File: src/rtl/frame_streamer.sv
`default_nettype none
// ============================================================================
//  Module   : frame_streamer
//  Purpose  : Walks a width x height frame held in an external frame memory,
//             presents each pixel downstream with hsync/vsync markers and
//             writes the downstream result back to the same pixel address
//             LATENCY enabled cycles after the pixel was consumed.
//  Revision : 1.0 - initial release
// ----------------------------------------------------------------------------
//  Ports
//    clk      in   1           rising-edge clock
//    reset_n  in   1           synchronous active-low reset
//    en       in   1           global advance, 0 freezes the block
//    start    in   1           frame start request (ignored while busy)
//    width    in   DIM_WIDTH   pixels per row, sampled at start
//    height   in   DIM_WIDTH   rows per frame, sampled at start
//    rd_en    out  1           frame-memory read strobe
//    rd_addr  out  ADDR_WIDTH  pixel index to read
//    rd_data  in   PIXEL_SIZE  read data, captured on the edge ending rd_en
//    data     out  PIXEL_SIZE  pixel presented downstream
//    valid    out  1           data holds a pixel
//    hsync    out  1           presented pixel is in column 0
//    vsync    out  1           presented pixel is index 0
//    result   in   PIXEL_SIZE  downstream result for the pixel consumed
//                              LATENCY enabled cycles earlier
//    wr_en    out  1           write-back strobe
//    wr_addr  out  ADDR_WIDTH  write-back pixel index
//    wr_data  out  PIXEL_SIZE  result while writing, 0 otherwise
//    busy     out  1           frame in progress
//    done     out  1           one-cycle frame-complete pulse
// ============================================================================
module frame_streamer #(
  parameter int PIXEL_SIZE = 24,
  parameter int DIM_WIDTH  = 10,
  parameter int ADDR_WIDTH = 20,
  parameter int LATENCY    = 2
) (
  input  logic                  clk,
  input  logic                  reset_n,
  input  logic                  en,
  input  logic                  start,
  input  logic [DIM_WIDTH-1:0]  width,
  input  logic [DIM_WIDTH-1:0]  height,
  output logic                  rd_en,
  output logic [ADDR_WIDTH-1:0] rd_addr,
  input  logic [PIXEL_SIZE-1:0] rd_data,
  output logic [PIXEL_SIZE-1:0] data,
  output logic                  valid,
  output logic                  hsync,
  output logic                  vsync,
  input  logic [PIXEL_SIZE-1:0] result,
  output logic                  wr_en,
  output logic [ADDR_WIDTH-1:0] wr_addr,
  output logic [PIXEL_SIZE-1:0] wr_data,
  output logic                  busy,
  output logic                  done
);

  generate
    if (ADDR_WIDTH < 2 * DIM_WIDTH) begin : g_bad_addr_width
      $error("frame_streamer: ADDR_WIDTH must be >= 2*DIM_WIDTH");
    end
    if (LATENCY < 0 || LATENCY > 15) begin : g_bad_latency
      $error("frame_streamer: LATENCY must be in 0..15");
    end
  endgenerate

  localparam bit c_NO_PIPE = (LATENCY == 0);

  typedef enum logic [1:0] {
    S_IDLE   = 2'd0,
    S_STREAM = 2'd1,
    S_DRAIN  = 2'd2,
    S_DONE   = 2'd3
  } state_t;

  state_t                r_state;
  logic [DIM_WIDTH-1:0]  r_width;
  logic [ADDR_WIDTH-1:0] r_total;
  logic [ADDR_WIDTH-1:0] r_rd_cnt;
  logic [DIM_WIDTH-1:0]  r_rd_col;
  logic [ADDR_WIDTH-1:0] r_cons_cnt;
  logic [PIXEL_SIZE-1:0] r_data;
  logic                  r_valid;
  logic                  r_hsync;
  logic                  r_vsync;
  logic                  r_busy;
  logic                  r_done;

  logic                  w_rd_en;
  logic                  w_consume;
  logic                  w_last_consume;
  logic [ADDR_WIDTH-1:0] w_total_calc;
  logic                  w_dl_out_vld;
  logic [ADDR_WIDTH-1:0] w_dl_out_addr;
  logic                  w_dl_next_empty;

  assign w_total_calc   = ADDR_WIDTH'(width) * ADDR_WIDTH'(height);
  // The last term is redundant while en gates the strobe, but keeps a
  // frozen capture register from being overwritten if that gating changes.
  assign w_rd_en        = (r_state == S_STREAM) && en && (r_rd_cnt < r_total)
                          && !(r_valid && !en);
  assign w_consume      = r_valid && en;
  assign w_last_consume = w_consume && (r_cons_cnt == r_total - ADDR_WIDTH'(1));

  // --------------------------------------------------------------------------
  // Control FSM and frame counters; everything here freezes while en=0.
  // --------------------------------------------------------------------------
  always_ff @(posedge clk) begin
    if (!reset_n) begin
      r_state    <= S_IDLE;
      r_width    <= '0;
      r_total    <= '0;
      r_rd_cnt   <= '0;
      r_rd_col   <= '0;
      r_cons_cnt <= '0;
      r_busy     <= 1'b0;
      r_done     <= 1'b0;
    end else if (en) begin
      r_done <= 1'b0;
      if (w_rd_en) begin
        r_rd_cnt <= r_rd_cnt + ADDR_WIDTH'(1);
        r_rd_col <= (r_rd_col == r_width - DIM_WIDTH'(1)) ? '0
                                                           : r_rd_col + DIM_WIDTH'(1);
      end
      if (w_consume) begin
        r_cons_cnt <= r_cons_cnt + ADDR_WIDTH'(1);
      end
      case (r_state)
        S_IDLE: begin
          if (start) begin
            r_busy <= 1'b1;
            if (width != '0 && height != '0) begin
              r_width    <= width;
              r_total    <= w_total_calc;
              r_rd_cnt   <= '0;
              r_rd_col   <= '0;
              r_cons_cnt <= '0;
              r_state    <= S_STREAM;
            end else begin
              // Empty frame: report completion without touching memory.
              r_done  <= 1'b1;
              r_state <= S_DONE;
            end
          end
        end
        S_STREAM: begin
          if (w_last_consume) begin
            // With no pipeline the final write happens in this very cycle,
            // so there is nothing left to drain.
            if (c_NO_PIPE) begin
              r_done  <= 1'b1;
              r_state <= S_DONE;
            end else begin
              r_state <= S_DRAIN;
            end
          end
        end
        S_DRAIN: begin
          if (w_dl_next_empty) begin
            r_done  <= 1'b1;
            r_state <= S_DONE;
          end
        end
        S_DONE: begin
          r_busy  <= 1'b0;
          r_state <= S_IDLE;
        end
        default: begin
          r_busy  <= 1'b0;
          r_state <= S_IDLE;
        end
      endcase
    end
  end

  // --------------------------------------------------------------------------
  // Capture register. A read issued in a cycle always lands on the next edge,
  // so the pixel is never lost even if en drops right afterwards.
  // --------------------------------------------------------------------------
  always_ff @(posedge clk) begin
    if (!reset_n) begin
      r_data  <= '0;
      r_valid <= 1'b0;
      r_hsync <= 1'b0;
      r_vsync <= 1'b0;
    end else if (w_rd_en) begin
      r_data  <= rd_data;
      r_valid <= 1'b1;
      r_hsync <= (r_rd_col == '0);
      r_vsync <= (r_rd_cnt == '0);
    end else if (w_consume) begin
      r_valid <= 1'b0;
      r_hsync <= 1'b0;
      r_vsync <= 1'b0;
    end
  end

  // --------------------------------------------------------------------------
  // Write-back delay line: one slot per downstream pipeline stage, carrying
  // the consumed pixel index so the result lands at the right address.
  // --------------------------------------------------------------------------
  generate
    if (LATENCY == 0) begin : g_lat0
      assign w_dl_out_vld    = w_consume;
      assign w_dl_out_addr   = r_cons_cnt;
      assign w_dl_next_empty = 1'b1;
    end else begin : g_latn
      logic                  r_dl_vld  [LATENCY];
      logic [ADDR_WIDTH-1:0] r_dl_addr [LATENCY];
      logic                  w_upstream_any;

      always_ff @(posedge clk) begin
        if (!reset_n) begin
          for (int i = 0; i < LATENCY; i++) begin
            r_dl_vld[i]  <= 1'b0;
            r_dl_addr[i] <= '0;
          end
        end else if (en) begin
          r_dl_vld[0]  <= w_consume;
          r_dl_addr[0] <= w_consume ? r_cons_cnt : '0;
          for (int i = 1; i < LATENCY; i++) begin
            r_dl_vld[i]  <= r_dl_vld[i-1];
            r_dl_addr[i] <= r_dl_addr[i-1];
          end
        end
      end

      // Valid entries that will still be inside the line after this edge.
      always_comb begin
        w_upstream_any = 1'b0;
        for (int i = 0; i < LATENCY - 1; i++) begin
          w_upstream_any = w_upstream_any | r_dl_vld[i];
        end
      end

      assign w_dl_next_empty = en ? !(w_consume || w_upstream_any)
                                  : !(w_upstream_any || r_dl_vld[LATENCY-1]);
      assign w_dl_out_vld    = r_dl_vld[LATENCY-1];
      assign w_dl_out_addr   = r_dl_addr[LATENCY-1];
    end
  endgenerate

  assign rd_en   = w_rd_en;
  assign rd_addr = r_rd_cnt;
  assign data    = r_data;
  assign valid   = r_valid;
  assign hsync   = r_hsync;
  assign vsync   = r_vsync;
  assign wr_en   = en && w_dl_out_vld;
  assign wr_addr = w_dl_out_addr;
  // Held at 0 outside write cycles so idle and reset leave every output low.
  assign wr_data = wr_en ? result : '0;
  assign busy    = r_busy;
  assign done    = r_done;

endmodule
`default_nettype wire

File: config.mk
export PLATFORM = sky130hd
export DESIGN_NAME = frame_streamer
export DESIGN_NICKNAME = d
export VERILOG_FILES = /design/src/rtl/frame_streamer.sv
export SDC_FILE = /design/constraint.sdc
export NUM_CORES = 1
export LEC_CHECK = 0
export CAP_MARGIN = 0
export CORE_MARGIN = 10
export CORE_UTILIZATION = 57
export CTS_BUF_LIST = sky130_fd_sc_hd__clkbuf_4
export CTS_CLUSTER_SIZE = 28
export DETAILED_ROUTE_END_ITERATION = 7
export PLACE_DENSITY = 0.88
export SYNTH_ARGS = -nofsm -noshare
export SYNTH_HDL_FRONTEND = slang
export SYNTH_SLANG_ARGS = --single-unit
File: constraint.sdc
create_clock -name clk -period 8.2 [get_ports clk]
set_input_delay 0.82 -clock clk [delete_from_list [all_inputs] [get_ports clk]]
set_output_delay 0.82 -clock clk [all_outputs]
set_load 0.1 [all_outputs]
==> impl_metrics.yaml, run 1 <==
power_and_ir_drop:
  power-per-cell-area_nw_per_um2: 228
  vdd.ir_drop.worst_uv: 161
  p_leak_nw: 5.51
  totalPowerFinal_mw: 3.03
drt:
  drtAntennaViolNets: 0
  detail_route.first_pass.iterations: 5
  remaining_drc_errors: 0
  route.vias.total: 9478
  routed_wire_length_per_instance_um: 17.4
  viasPerCell: 5.77
  drt_wl_total_um: 28700
  drt-initial-drc-count: 632
grt:
  global_route.usage.met2_pct: 37.0
  grt_first_pass_wirelength_um: 46600
  grt_antenna_before_repair: 1
  gr-total-overflow: 0
  grt_util_all_layers_pct: 21.5
  grt_max_degree: 66
  number_of_global_route_vias_before_repair: 9417
  global_routing_usage_on_met3_pct: 4.96
  top_usage_layer: "met2"
  globalRouteMet1Util_pct: 25.5
place:
  placed_cells_incl_taps: 1611
  detailed_place_hpwl_um: 22300
  gp_routability_congestion: 0.921
  placed_cell_area_sq_um: 13000
  number_of_buffer_cells_added_on_primary_ports: 166
synthesis:
  ys_types: 72
  avgSynthCellArea_sq_um: 9.03
  synthArstFlopShare_pct: 0
  syn-instance-count: 1260
  synthesis.area_sq_um: 11400
  synth.ff_latch_count: 153
  synthFlopType: "sky130_fd_sc_hd__dfxtp_1"
  synth_enable_flop_cells: 42
  synth_sequential_area_ratio_pct: 30.6
  postSynthNetCount: 1479
  ys_warn_count: 0
clocking:
  post_cts_hold_buffer_count: 0
  clkSinkCount: 153
  h-tree-depth: 4
  clock_tree_from_tritoncts: "done"
  clk_latency_ps: 600
  clk_transition_reported_paths_ps: 140
  max_root_sink_buffers: 2
  cts_setup_buffers: 0
  num_cts_buffers: 17
  post_cts.resized_instances: 0
  cts_root_buffer: "sky130_fd_sc_hd__clkbuf_4"
cells_and_area:
  nets: 1584
  regArea_sq_um: 3480
  multi_input_comb_area_sq_um: 7120
  layout_common_cells: "sky130_fd_sc_hd__clkdlybuf4s50_1 (165), sky130_fd_sc_hd__dfxtp_1 (111), sky130_fd_sc_hd__nand2_1 (106), sky130_fd_sc_hd__inv_1 (98), sky130_fd_sc_hd__and2_1 (91)"
  num-fill-cells: 1540
  layout.cells.most_common: "sky130_fd_sc_hd__clkdlybuf4s50_1"
  area_delta_synth_final_pct: 16.6
  finish.cell_count_without_fillers: 1644
  layout-drive-gt1-share_pct: 4.35
  fin_area_sq_um: 13300
sta:
  fin_crit_sh_pct: 78.9
  worstMarginPinSlew_ps: 1050
  hold_viol_final: 0
  fmax_mhz: 155
  worst_clock_skew_ps: 29.4
  setup-violations-final: 0
  max-slew-margin-rel_pct: 29.9
  period_needed_ps: 6470
  rsz_0062_raised_after_global_routing: "no"
  setup_total_negative_slack_ps: 0
  finalMaxSlewViolations: 0
job:
  cap_violations: 0
critical_path:
  reg2reg_slack_ps: 4830
  crit_path_cell_chain: "clkdlybuf4s50_1 -> nand2_1 -> fa_1 -> inv_1 -> fa_1 -> inv_1 -> fa_1 -> inv_1 -> fa_1 -> inv_1 -> fa_1 -> inv_1 -> ha_1 -> a21oi_1 -> o21ai_0 -> or4_4 -> a311oi_1 -> o2111ai_1 -> a21oi_1 -> xnor2_1 -> a22o_1"
  cpPeakStageDelay_ps: 730
  critical-path-slowest-cell: "sky130_fd_sc_hd__clkdlybuf4s50_1"
  cp_data_required_time_ps: 8710
  critical_path_arrival_ps: 6980
  path_class: "in2reg"
  setup.worst_path.end_class: "flip-flop"
  worstPathMaxFanout: 12
  timing.critical_path.from_type: "primary input"
worst_hold_path:
  min-delay-path-class: "reg2reg"
floorplan:
  die-width_um: 161
  floorplan.initialDensity_pct: 58.3
  die_height_um: 161
  floorplan.die_area_sq_um: 26000
  core_area_sq_um: 19500
  design.portCount: 167
  rows: 51
status:
  outcome: "finished clean"
cells in the mapped netlist, drive strengths merged (4+ instances only):
cell type / number / area, sq um
mux2i: 25 / 250
o41ai: 5 / 51.3
o31ai: 4 / 30.0
edfxtp: 42 / 1260
or3: 5 / 32.5
and2: 92 / 576
nand2b: 7 / 43.8
dfxtp: 111 / 2220
ha: 85 / 1060
nor4: 26 / 178
a211oi: 5 / 37.5
clkbuf: 63 / 236
xnor2: 48 / 420
nor2: 64 / 240
or4: 7 / 56.3
nand2: 106 / 398
fa: 62 / 1240
a31oi: 13 / 81.3
buf: 25 / 179
nor2b: 36 / 225
and3: 55 / 344
nand4: 19 / 134
o21ai: 57 / 289
a22o: 10 / 87.6
a21o: 12 / 90.1
a21oi: 36 / 180
nor4b: 7 / 61.3
nor3: 16 / 90.1
nand3: 30 / 150
xor2: 31 / 272
inv: 99 / 372
a21boi: 4 / 30.0
routing by layer:
metal	vias up	part of all wire, %	wire length [um]
met1	4507	42	12100
li1	4529	-	-
met5	-	0	0
met3	51	6.8	1960
met4	0	2.6	758
met2	391	48	13900
final timing paths:
path | from | end | depth (start not counted)
worst min register to register | done | done | 2
worst min-delay path | done | done | 2
worst max-delay path | width[5] | r_total[19] | 21
worst max register to register | r_total[7] | rd_addr[12] | 12
state kept, by name, summed over array words and instances, names as in the netlist:
| signal | flops |
|---|---|
| r_width | 10 |
| vsync | 1 |
| rd_addr | 20 |
| r_state | 2 |
| data | 24 |
| g_latn.r_dl_vld | 2 |
| r_cons_cnt | 20 |
| r_total | 20 |
| valid | 1 |
| hsync | 1 |
| r_rd_col | 10 |
| g_latn.r_dl_addr | 40 |
| busy | 1 |
| done | 1 |
power breakdown:
group | internal, mW | switching [mW] | total (mW)
sequential | 0.836 | 0.0652 | 0.902
clock | 0.129 | 0.297 | 0.426
combinational | 0.669 | 1.03 | 1.70
cell type report:
cell class / count / area share, %
inverters: 100 / 2.83
clock inverters: 14 / 0.867
repair buffers: 174 / 12.9
diodes: 1 / 0.0189
clock buffers: 18 / 1.02
well taps: 265 / 2.50
multi-input cells: 919 / 53.6
flip-flops and latches: 153 / 26.2
logic make-up (layout without fill, tap and decap cells):
kind of cell	Yosys count	after routing	share of synthesized area [%]
simple gates	485	485	23.3
buf+inv	188	306	6.95
compound gates	181	181	10.4
flops	153	153	30.6
fa+ha+maj	147	147	20.3
xor+xnor	79	79	6.08
mux	27	27	2.40
other cells	0	1	0
through the flow:
stage	utilization (%)	hold slack [ps]	setup slack, ps
global placement	66.7	446	1350
finish	68.0	480	1730
floorplan	-	469	2050
CTS	68.0	479	1780
detailed placement	66.7	451	1140
global route	68.0	495	1420
critical path, delay by kind of cell:
family	cells	cell delay, ps
xor gates and xnor gates	1	90
adders and majority gates	6	2940
buffers and inverters	6	1000
and+or+nand+nor	2	710
AOI/OAI and AO/OA	6	1400
Power figures use the tool's default switching activity.
==> run 2, diff against run 1 <==
Settings changed: CORE_UTILIZATION 57 to 52, PLACE_DENSITY 0.88 to 0.85.
Clock period 8.2 ns to 5.2 ns, I/O delays scaled along.
==> run 2 against run 1 <==
Against the previous run:
- power grew 75%
- combinational power up 83%
- global-route usage decreased by 0.97 points
- worst hold slack got worse by 81 ps
- register-to-register slack got worse by 3100 ps
- non-clock buffer count is 66 higher
- sequential share of layout area shrank 1.2 points
- design area up 4.9%
- first-iteration DRC count decreased by 8.7%
- cell count is 4.9% higher
- sequential power rose by 57%
- clock skew fell by 6.7 ps
- largest power group unchanged
==> impl_metrics.yaml, run 2 (synthesis gave the netlist of run 1 again) <==
grt:
  number_of_global_route_vias_before_repair: 9707
  grt_antenna_before_repair: 1
  grt_util_all_layers_pct: 20.6
  grt_max_degree: 65
  grt_first_pass_wirelength_um: 48900
  gr-total-overflow: 0
place:
  number_of_buffer_cells_added_on_primary_ports: 166
  detailed_place_hpwl_um: 23300
  gp_routability_congestion: 0.902
  placed_cells_incl_taps: 1692
critical_path:
  critical-path-slowest-cell: "sky130_fd_sc_hd__or4_4"
  timing.critical_path.from_type: "primary input"
  critical_path_arrival_ps: 5500
  worstPathMaxFanout: 5
  worst_path_most_repeated_cell: "sky130_fd_sc_hd__fa_1"
  cpPeakStageDelay_ps: 570
  crit_path_cell_chain: "clkdlybuf4s50_1 -> nand2_1 -> fa_1 -> inv_1 -> fa_1 -> fa_1 -> fa_1 -> ha_1 -> ha_4 -> nand4_1 -> nor2_1 -> or4_4 -> a311oi_4 -> o2111ai_2 -> a21oi_2 -> xnor2_1 -> a22o_1"
  cp_data_required_time_ps: 5670
  setup.worst_path.end_class: "flip-flop"
  path_class: "in2reg"
cells_and_area:
  layout_common_cells: "sky130_fd_sc_hd__clkdlybuf4s50_1 (146), sky130_fd_sc_hd__dfxtp_1 (111), sky130_fd_sc_hd__nand2_1 (104), sky130_fd_sc_hd__inv_1 (96), sky130_fd_sc_hd__and2_1 (90)"
  layout-drive-gt1-share_pct: 10.1
  largest_register_ffs: 40
  area_delta_synth_final_pct: 22.4
  largest_register: "g_latn.r_dl_addr"
  nets: 1650
  finish.cell_count_without_fillers: 1725
  layout.cells.most_common: "sky130_fd_sc_hd__clkdlybuf4s50_1"
clocking:
  cts_setup_buffers: 0
  clkSinkCount: 153
  h-tree-depth: 4
  clk_transition_reported_paths_ps: 140
  clock_tree_from_tritoncts: "done"
  post_cts_hold_buffer_count: 0
  cts_root_buffer: "sky130_fd_sc_hd__clkbuf_4"
  num_cts_buffers: 17
  max_root_sink_buffers: 2
  clk_latency_ps: 570
power_and_ir_drop:
  p_leak_nw: 5.96
  power-per-cell-area_nw_per_um2: 381
  vdd.ir_drop.worst_uv: 278
floorplan:
  die_height_um: 168
  die-width_um: 168
  design.portCount: 167
  floorplan.die_area_sq_um: 28200
  core_area_sq_um: 21700
  floorplan.initialDensity_pct: 52.5
  rows: 54
drt:
  wl_met2_um: 14500
  detail_route.first_pass.iterations: 5
  drt-initial-drc-count: 577
  drtAntennaViolNets: 0
  route.vias.total: 9679
  viasPerCell: 5.61
  drt_wl_total_um: 29300
  met3_wirelength_um: 2000
  topRoutingLayerUsed: "met4"
  remaining_drc_errors: 0
  met1_wire_length_um: 12200
  routed_wire_length_per_instance_um: 17.0
sta:
  setup_total_negative_slack_ps: 0
  fmax_mhz: 199
  worstMarginPinSlew_ps: 1080
  period_needed_ps: 5040
  fin_crit_sh_pct: 96.9
  setup-violations-final: 0
  hold_viol_final: 0
  max-slew-margin-rel_pct: 27.5
  worst_clock_skew_ps: 22.8
  finalMaxSlewViolations: 0
status:
  outcome: "finished clean"
worst_hold_path:
  min-delay-path-class: "in2reg"
job:
  cap_violations: 0
## run 2: layout make-up
type / count / area [sq um]
clock inverters: 12 / 151
fillers: 1716 / 7760
inverters: 100 / 375
clock buffers: 20 / 150
multi-input cells: 919 / 7210
diodes: 1 / 2.50
flip-flops and latches: 153 / 3480
well taps: 280 / 350
repair buffers: 240 / 2200
## run 2: path summary, 6_finish.rpt
kind,startpoint,end,slack (ps),depth (start not counted)
worst max register to register,r_total[5],vsync,1770,12
worst max-delay path,width[9],r_total[19],160,17
worst min-delay path,width[0],r_width[0],400,4
worst min register to register,done,done,490,2
## run 2: what timing repair did
item	CTS	global route
setup endpoints to repair	2	6
resized for setup	10	27
pin swaps	0	3
## run 2: through the flow
step | power (mW) | util (%) | setup slack (ps) | hold WS (ps) | cell area (sq um)
after floorplan | 3.61 | - | -16.6 | 469 | 11600
after global placement | 4.39 | 62.7 | -659 | 436 | 13600
after detailed placement | 4.48 | 62.7 | -741 | 480 | 13600
after CTS | 5.25 | 64.1 | 4.35 | 447 | 13900
after global routing | 5.72 | 64.2 | -0.424 | 373 | 13900
final | 5.31 | 64.2 | 163 | 398 | 13900
## run 2: power breakdown
group          internal, mW  switching, mW
logic                  1.37           1.74
registers              1.32          0.103
clock network         0.348          0.423
total                  3.04           2.27
## run 2: critical path: cells and delay by family
family / cells / cell delay [ps]
XOR/XNOR: 1 / 80
adder cells (fa/ha/maj): 6 / 2630
buffers and inverters: 2 / 570
AO/OA/AOI/OAI: 4 / 870
AND/OR/NAND/NOR: 4 / 830
## run 2: layer usage
metal,up-vias,GRT usage [%]
li1,4650,-
met1,4614,24.5
met2,360,35.8
met3,55,4.66
met4,0,6.62
met5,-,0
==> run 3, diff against run 2 <==
Settings changed: CTS_CLUSTER_SIZE 28 to 14.
==> results of run 3 <==
Final layout, timing and power as in run 2 (identical DEF).
